**config.mk**
```make
export PLATFORM = sky130hd
export DESIGN_NAME = nibble_serial_addsub
export DESIGN_NICKNAME = d
export VERILOG_FILES = /design/src/rtl/octa_alu_pkg.sv /design/src/rtl/nibble_serial_addsub_cla.sv /design/src/rtl/nibble_serial_addsub.sv
export SDC_FILE = /design/constraint.sdc
export NUM_CORES = 1
export LEC_CHECK = 0
export ABC_AREA = 0
export BUFFER_PORTS_ARGS = -buffer_cell sky130_fd_sc_hd__buf_2
export CAP_MARGIN = 20
export CORE_MARGIN = 2
export CORE_UTILIZATION = 50
export DETAILED_ROUTE_END_ITERATION = 8
export PLACE_DENSITY = 0.75
export SLEW_MARGIN = 30
export SYNTH_ARGS = -nofsm -noshare
export SYNTH_HDL_FRONTEND = slang
export SYNTH_SLANG_ARGS = --single-unit
```
**constraint.sdc**
```tcl
create_clock -name clk -period 5.13 [get_ports clk]
set_clock_uncertainty 0.1 [all_clocks]
set_input_delay 1.026 -clock clk [delete_from_list [all_inputs] [get_ports clk]]
set_output_delay 1.026 -clock clk [all_outputs]
set_load 0.005 [all_outputs]
```
**src/rtl/octa_alu_pkg.sv**
```systemverilog
// Shared types and constants for the Octa16 ALU datapath blocks.
package octa_alu_pkg;

   localparam int NIBBLE_W = 4;

   localparam logic OP_ADD = 1'b0;
   localparam logic OP_SUB = 1'b1;

   typedef enum logic [1:0] {
      IDLE,
      RUN,
      DONE
   } addsub_state_t;

endpackage

```
**src/rtl/nibble_serial_addsub_cla.sv**
```systemverilog
// 4-bit carry-lookahead adder: the single arithmetic core reused each cycle
// by nibble_serial_addsub.
module cla (
   input  logic [3:0] a,
   input  logic [3:0] b,
   input  logic       cin,
   output logic [3:0] s,
   output logic       cout
);

   logic [3:0] g;
   logic [3:0] p;
   logic [4:0] c;

   always_comb begin
      g = a & b;
      p = a ^ b;
      c[0] = cin;
      c[1] = g[0] | (p[0] & cin);
      c[2] = g[1] | (p[1] & g[0]) | (p[1] & p[0] & cin);
      c[3] = g[2] | (p[2] & g[1]) | (p[2] & p[1] & g[0]) | (p[2] & p[1] & p[0] & cin);
      c[4] = g[3] | (p[3] & g[2]) | (p[3] & p[2] & g[1]) | (p[3] & p[2] & p[1] & g[0])
           | (p[3] & p[2] & p[1] & p[0] & cin);
      s    = p ^ c[3:0];
      cout = c[4];
   end

endmodule

```
**src/rtl/nibble_serial_addsub.sv**
```systemverilog
// Multi-cycle WIDTH-bit add/subtract, one nibble per cycle through a single cla.
// Define SUB_EN to honour op=1 (a - b); otherwise every operation is an ADD.
module nibble_serial_addsub #(
   parameter int WIDTH = 16
) (
   input  logic             clk,
   input  logic             rst,
   input  logic             in_valid,
   output logic             in_ready,
   input  logic [WIDTH-1:0] a,
   input  logic [WIDTH-1:0] b,
   input  logic             op,
   input  logic             cin,
   output logic             out_valid,
   input  logic             out_ready,
   output logic [WIDTH-1:0] sum,
   output logic             cout,
   output logic             ovf,
   output logic             zero
);

   import octa_alu_pkg::*;

   localparam int NIBBLES = WIDTH / NIBBLE_W;
   localparam int KW      = (NIBBLES > 1) ? $clog2(NIBBLES) : 1;
   localparam logic [KW-1:0] K_LAST = KW'(NIBBLES - 1);

   if ((WIDTH % NIBBLE_W) != 0 || WIDTH < NIBBLE_W) begin : g_width_check
      $error("nibble_serial_addsub: WIDTH must be a positive multiple of 4");
   end

   addsub_state_t    state_q, state_d;
   logic [KW-1:0]    k_q;
   logic [WIDTH-1:0] a_q, b_q, sum_q, sum_d;
   logic [WIDTH-1:0] b_prep;
   logic             carry_q, carry_prep;
   logic             cout_q, ovf_q, zero_q;
   logic             is_sub, accept, msb_cin;
   logic [3:0]       cla_s;
   logic             cla_cout;
   int               nib_lsb;

`ifdef SUB_EN
   assign is_sub = (op == OP_SUB);
`else
   logic unused_op;
   assign unused_op = op;
   assign is_sub    = 1'b0;
`endif

   // Subtraction is a + ~b + 1, so only the B operand and seed carry differ.
   assign b_prep     = is_sub ? ~b : b;
   assign carry_prep = is_sub ? 1'b1 : cin;

   assign in_ready  = (state_q == IDLE) && !rst;
   assign accept    = in_valid && in_ready;
   assign out_valid = (state_q == DONE);
   assign sum       = sum_q;
   assign cout      = cout_q;
   assign ovf       = ovf_q;
   assign zero      = zero_q;

   assign nib_lsb = int'(k_q) * NIBBLE_W;

   cla u_cla (
      .a    (a_q[nib_lsb +: NIBBLE_W]),
      .b    (b_q[nib_lsb +: NIBBLE_W]),
      .cin  (carry_q),
      .s    (cla_s),
      .cout (cla_cout)
   );

   // Full sum as it will look after this cycle's nibble, so flags can be
   // registered in the same edge that writes the last nibble.
   always_comb begin
      sum_d = sum_q;
      sum_d[nib_lsb +: NIBBLE_W] = cla_s;
      msb_cin = a_q[WIDTH-1] ^ b_q[WIDTH-1] ^ sum_d[WIDTH-1];
   end

   always_comb begin
      state_d = state_q;
      unique case (state_q)
         IDLE:    if (accept)         state_d = RUN;
         RUN:     if (k_q == K_LAST)  state_d = DONE;
         DONE:    if (out_ready)      state_d = IDLE;
         default:                     state_d = IDLE;
      endcase
   end

   always_ff @(posedge clk) begin
      if (rst) begin
         state_q <= IDLE;
         k_q     <= '0;
         a_q     <= '0;
         b_q     <= '0;
         carry_q <= 1'b0;
         sum_q   <= '0;
         cout_q  <= 1'b0;
         ovf_q   <= 1'b0;
         zero_q  <= 1'b0;
      end else begin
         state_q <= state_d;
         if (state_q == IDLE && accept) begin
            a_q     <= a;
            b_q     <= b_prep;
            carry_q <= carry_prep;
            k_q     <= '0;
         end
         if (state_q == RUN) begin
            sum_q   <= sum_d;
            carry_q <= cla_cout;
            if (k_q == K_LAST) begin
               cout_q <= cla_cout;
               ovf_q  <= msb_cin ^ cla_cout;
               zero_q <= ~|sum_d;
            end else begin
               k_q <= k_q + 1'b1;
            end
         end
      end
   end

endmodule

```
# Yosys cells after proc, flatten, opt, wreduce, memory -nomap -nowiden
# Cells that the tools add are included.
# totals
reg_bits,56
in_bits,38
elab_cells,73
# op_classes
add_sub_neg,2
n_eq_ne,6
shifts,4
muxes,10
bitwise_logic,32
n_reduce_logical,10
# ops
cell,count
$neg A4 Y33,1
$shift A4 B33 Y16 const A,1
$shiftx A4 B33 Y16,1
$shiftx A16 B5 Y4,2
$and A1 B1 Y1,16
$bwmux W16,1
$reduce_or A16 Y1,1
$mux W2,6
$or A1 B1 Y1,10
$xor A4 B4 Y4,2
$pmux W2 S3,1
$and A4 B4 Y4,1
$eq A2 B2 Y1 const B,2
$ne A2 B2 Y1 const B,2
$logic_and A1 B1 Y1,3
$reduce_and A3 Y1,1
$xor A1 B1 Y1,3
$add A2 B1 Y2 const B,1
$eq A2 B1 Y1 const B,1
$logic_not A1 Y1,2
$logic_not A2 Y1,1
$mux W1,2
$ne A2 B1 Y1 const B,1
$reduce_and A2 Y1,1
$reduce_bool A2 Y1,1

# Logic depth before layout (Yosys ltp)
# logic_depth
depth_word,11
depth_mapped,8

# By module
# From an unflattened synthesis, not the netlist that was laid out.
# hier_totals
cells_unflattened,310
area_unflattened_um2,2681.3
# by_module_without_submodules
mod,instances,cells_each,area_each_um2
nibble_serial_addsub,1,293,2533.7
cla,1,17,147.6

# Worst setup path before layout
# OpenSTA, ideal clock, no wires.
# synth_timing
path_kind,flip-flop to flip-flop
from,reg k_q[0]
to,reg ovf_q (netlist: ovf)
setup_time_ns,0.064
t_arrival_ns,2.795
required_ns,4.966
slack_ns,2.172
path_stages_with_launch,9
n_path_buf,1
path_cell_list,dfxtp_1 > buf_2 > mux4_2 > ha_1 > a41o_2 > a221oi_4 > xnor2_1 > a2111oi_2 > nand3b_1
# synth_between
elab_chain_cells,11
word_cells_on_any_way,39
classes_between,add/sub: 1; eq/ne: 1; shift: 4; mux: 1; bitwise: 31; reduce/logical: 1
# synth_rtl
item,line_no,source
from (decl),nibble_serial_addsub.sv:33,logic [KW-1:0] k_q;
from (signal assigned),nibble_serial_addsub.sv:118,k_q <= k_q + 1'b1;
"$shiftx A16 B5 Y4, on equally long branches","nibble_serial_addsub.sv:66, nibble_serial_addsub.sv:67",
$xor A4 B4 Y4 / $and A4 B4 Y4 (equally long branches),"nibble_serial_addsub_cla.sv:17, nibble_serial_addsub_cla.sv:16",
$and A1 B1 Y1,nibble_serial_addsub_cla.sv:21,c[3] = g[2] | (p[2] & g[1]) | (p[2] & p[1] & g[0]) | (p[2] & p[1] & p[0] & cin);
$or A1 B1 Y1 / $and A1 B1 Y1 (equally long branches) (2 in series),nibble_serial_addsub_cla.sv:21,
$or A1 B1 Y1,nibble_serial_addsub_cla.sv:21,
$xor A4 B4 Y4,nibble_serial_addsub_cla.sv:24,s = p ^ c[3:0];
$shiftx A4 B33 Y16,nibble_serial_addsub.sv:77,sum_d[nib_lsb +: NIBBLE_W] = cla_s;
$bwmux W16,nibble_serial_addsub.sv:77,
$xor A1 B1 Y1,nibble_serial_addsub.sv:78,msb_cin = a_q[WIDTH-1] ^ b_q[WIDTH-1] ^ sum_d[WIDTH-1];
$xor A1 B1 Y1,nibble_serial_addsub.sv:115,ovf_q <= msb_cin ^ cla_cout;
to (signal assigned),nibble_serial_addsub.sv:115,
to (decl),nibble_serial_addsub.sv:37,"logic cout_q, ovf_q, zero_q;"
# Parallel ways exist; a longest one is shown, timed or not.
# A chain may end at the register's enable or synchronous reset.

# Worst setup path in the final report
# layout_timing
from,reg k_q[0]
to,reg zero_q (netlist: zero)
# layout_between
elab_chain_cells,11
word_cells_on_any_way,28
classes_between,add/sub: 1; eq/ne: 1; shift: 4; mux: 1; bitwise: 18; reduce/logical: 3
# layout_rtl
item,line_no,source
"$shiftx A16 B5 Y4, on equally long branches","nibble_serial_addsub.sv:66, nibble_serial_addsub.sv:67",
$xor A4 B4 Y4 / $and A4 B4 Y4 (equally long branches),"nibble_serial_addsub_cla.sv:17, nibble_serial_addsub_cla.sv:16",
$and A1 B1 Y1,nibble_serial_addsub_cla.sv:21,
$or A1 B1 Y1 / $and A1 B1 Y1 (equally long branches) (2 in series),nibble_serial_addsub_cla.sv:21,
$or A1 B1 Y1,nibble_serial_addsub_cla.sv:21,
$xor A4 B4 Y4,nibble_serial_addsub_cla.sv:24,
$shiftx A4 B33 Y16,nibble_serial_addsub.sv:77,
$bwmux W16,nibble_serial_addsub.sv:77,
$reduce_or A16 Y1,nibble_serial_addsub.sv:116,zero_q <= ~|sum_d;
$logic_not A1 Y1,nibble_serial_addsub.sv:116,
to (signal assigned),nibble_serial_addsub.sv:116,
to (decl),nibble_serial_addsub.sv:37,
# Parallel ways exist; a longest one is shown, timed or not.

==> impl_metrics.tcl <==
set metrics [dict create \
    slowest_stage "dfxtp_1" \
    core_um2 5110 \
    yosysWarnings 0 \
    grtUsageMet1_pct 27.3 \
    grtUsageTotal_pct 21.3 \
    yosysMostFrequentCell "nand2_1" \
    cts_tree "built" \
    yosysSeqAreaShare_pct 42.5 \
    worstMarginPinSlew_ns 0.884 \
    die-area_um2 5880 \
    initial_core_util_pct 51.7 \
    yosys_most_used_dff "dfxtp_1" \
    busiest_layer "met2" \
    switching_share_pct 26.4 \
    drv_cap 0 \
    met2_usage_pct 36.1 \
    area_delta_synth_final_pct 16.7 \
    ys_top_cells_by_area "dfxtp_1 42%, nand2_1 11%, a21oi_1 7.6%" \
    h-tree-depth 2 \
    clkSinkCount 56 \
    critPathLaunch "k_q[0]" \
    fmax_ghz 0.289 \
    worstHoldPathCells 2 \
    post-route-period-util_pct 67.3 \
    critPathLaunchType "register" \
    via_count 2335 \
    synthesis.nets 356 \
    hold_path_end "b_q[8]" \
    synthDistinctLibCells 42 \
    root_buffer "clkbuf_8" \
    grt_pass1_vias 2218 \
    synth_edf_count 0 \
    antenna_found_initial 0 \
    rr_worst_depth 7 \
    clockBufferDepth 2 \
    drive_gt1_share_pct 22.5 \
    worstSkewPairLatency_ns 0.32 \
    cts.reportedPaths.clkPinSlew_ns 0.10 \
    postCtsSetupBuffers 0 \
    dpl.hpwl_um 4080 \
    synth_common_cells "77 x nand2_1, 56 x dfxtp_1, 40 x a21oi_1" \
    final_util_pct 60.3 \
    io_pins 59 \
    drtAntennaViolNets 0 \
    grt_pass1_wl_um 10200 \
    post_cts_resized 0 \
    maxSlewViolCount 0 \
    critPathKind "reg2reg" \
    vdd_drop_max_uv 169 \
    synthArstFlopShare_pct 0 \
    reg2reg_setup_slack_ns 1.68 \
    crit_path_end_kind "register" \
    grt_max_degree 59 \
    cp_cell_sequence "mux4_2 > ha_1 > a41o_2 > a21oi_1 > xnor2_1 > o22ai_1 > a32o_1" \
    die_x_um 76.7 \
    worstPathArrival_ns 3.57 \
    setup_viol 0 \
    pwr-share-seq_pct 53.0 \
    rsz0062_at_grt "no" \
    crit_required_ns 5.25 \
    drt-pass1-iter-count 4 \
    syn_area_um2 2640 \
    crit_fanout 18 \
    ys_ff_latch 56 \
    grtUsageMet3_pct 2.94 \
    r2r_end "zero" \
    min_period_ns 3.45 \
    hold_viol 0 \
    worstHoldPathType "reg2reg" \
    wl_per_cell_um 13.8 \
    slowest_delay_ns 0.91 \
    status "finished, final reports clean" \
    finalWeightedCongestion 0.774 \
    fin_tns_setup_ns 0 \
    yosys.area.top_type "dfxtp_1" \
    n_antenna_cell 0 \
    pwr-share-clk_pct 34.0 \
    cellPowerDensity_nw_per_um2 284 \
    hp-start "b_q[8]" \
    drt-initial-drc-count 120 \
    portBuffers 57 \
    postSynthAreaPerCell_um2 8.63 \
    via_per_inst 5.48 \
    route.detailed.drc 0 \
    rows 26 \
    chipHeight_um 76.7 \
    rr_startpoint "k_q[0]" \
    numCtsBuffers 5 \
    holdBufCountCts 0 \
    p_int_uw 645 \
    combPwrFrac_pct 13.0 \
    wirelength_um 5880 \
    p_leak_nw 1.25 \
    netlist_instances 306 \
    grt_overflow 0 \
    fin_nets 405 \
    relSlewSlack_pct 41.0 \
    synth_top_area_share_pct 42.5 \
    p_switching_uw 231 \
]
-- worst max path at each step --
stage,end,slack (ns),cells past startpoint
3_3_place_gp,carry_q,1.68,6
2_1_floorplan,ovf,2.17,8
4_1_cts,zero,1.65,7
5_1_grt,ovf,1.45,7
3_5_place_dp,zero,1.68,7
6_report,zero,1.68,7
-- critical path: cells and delay by family (launching register included) --
| kind | cells | cell delay, ns |
|---|---|---|
| xor gates and xnor gates | 1 | 0.62 |
| DFF | 1 | 0.91 |
| AOI/OAI and AO/OA | 4 | 0.74 |
| adders and majority gates | 1 | 0.37 |
| muxes | 1 | 0.61 |
-- cell type report --
type,count,area (um^2)
flip-flops and latches,56,1120
inverters,4,15.0
fillers,478,2030
repair buffers,59,303
well taps,70,87.6
multi-input cells,229,1440
clock inverters,3,46.3
clock buffers,5,68.8
-- metrics by stage --
stage / total power [mW] / cell area (um^2) / instances / hold slack, ns / setup slack [ns]
after floorplan: 0.550 / 2640 / 306 / 0.333 / 2.17
after global placement: 0.585 / 2960 / 418 / 0.339 / 1.68
after detailed placement: 0.588 / 2960 / 418 / 0.345 / 1.68
after CTS: 0.885 / 3080 / 426 / 0.360 / 1.65
after global routing: 0.916 / 3080 / 426 / 0.378 / 1.45
final: 0.876 / 3080 / 426 / 0.357 / 1.68
-- state kept, by name, summed over array words and instances (netlist names) --
name / count
a_q: 16
b_q: 16
sum: 16
k_q: 2
state_q: 2
carry_q: 1
cout: 1
ovf: 1
zero: 1
-- metal layers --
layer	routed length, um	vias to the layer above
met5	0	-
met4	114	0
li1	-	1172
met2	2900	65
met3	235	11
met1	2640	1087
-- power groups by stage --
stage                     combinational (mW)  sequential [mW]  clock [mW]
after floorplan                       0.0821            0.468           0
after global placement                 0.111            0.474           0
after detailed placement               0.113            0.474           0
after CTS                              0.114            0.464       0.306
after global routing                   0.128            0.467       0.321
final                                  0.114            0.464       0.298
-- cell families (layout without fill, tap and decap cells) --
kind of cell               Yosys count  after routing  share of synthesized area, %
AOI/OAI and AO/OA                   71             71                          18.2
xor gates and xnor gates             5              5                          1.66
adders and majority gates           12             12                          5.97
buffers and inverters               21             71                          3.08
DFF                                 56             56                          42.5
muxes                                9              9                          7.20
and+or+nand+nor                    132            132                          21.5
-- cell usage in the layout, fill, tap and decap left out, types with 2 or more instances in the layout --
master    count
a211oi_1      2
nor2_1       26
nand4_1       2
nand2_1      77
buf_2        56
clkbuf_8      5
and3_1        3
xnor2_1       4
nand3b_1      3
a22oi_1       4
mux4_2        8
inv_1         4
nand2b_1      5
and2_1        3
a21o_1        2
nor2b_1       3
nor3_1        4
nor4_1        2
buf_4         3
a21oi_1      40
a32oi_1      10
dfxtp_1      56
ha_1         11
Power figures use the tool's default switching activity.
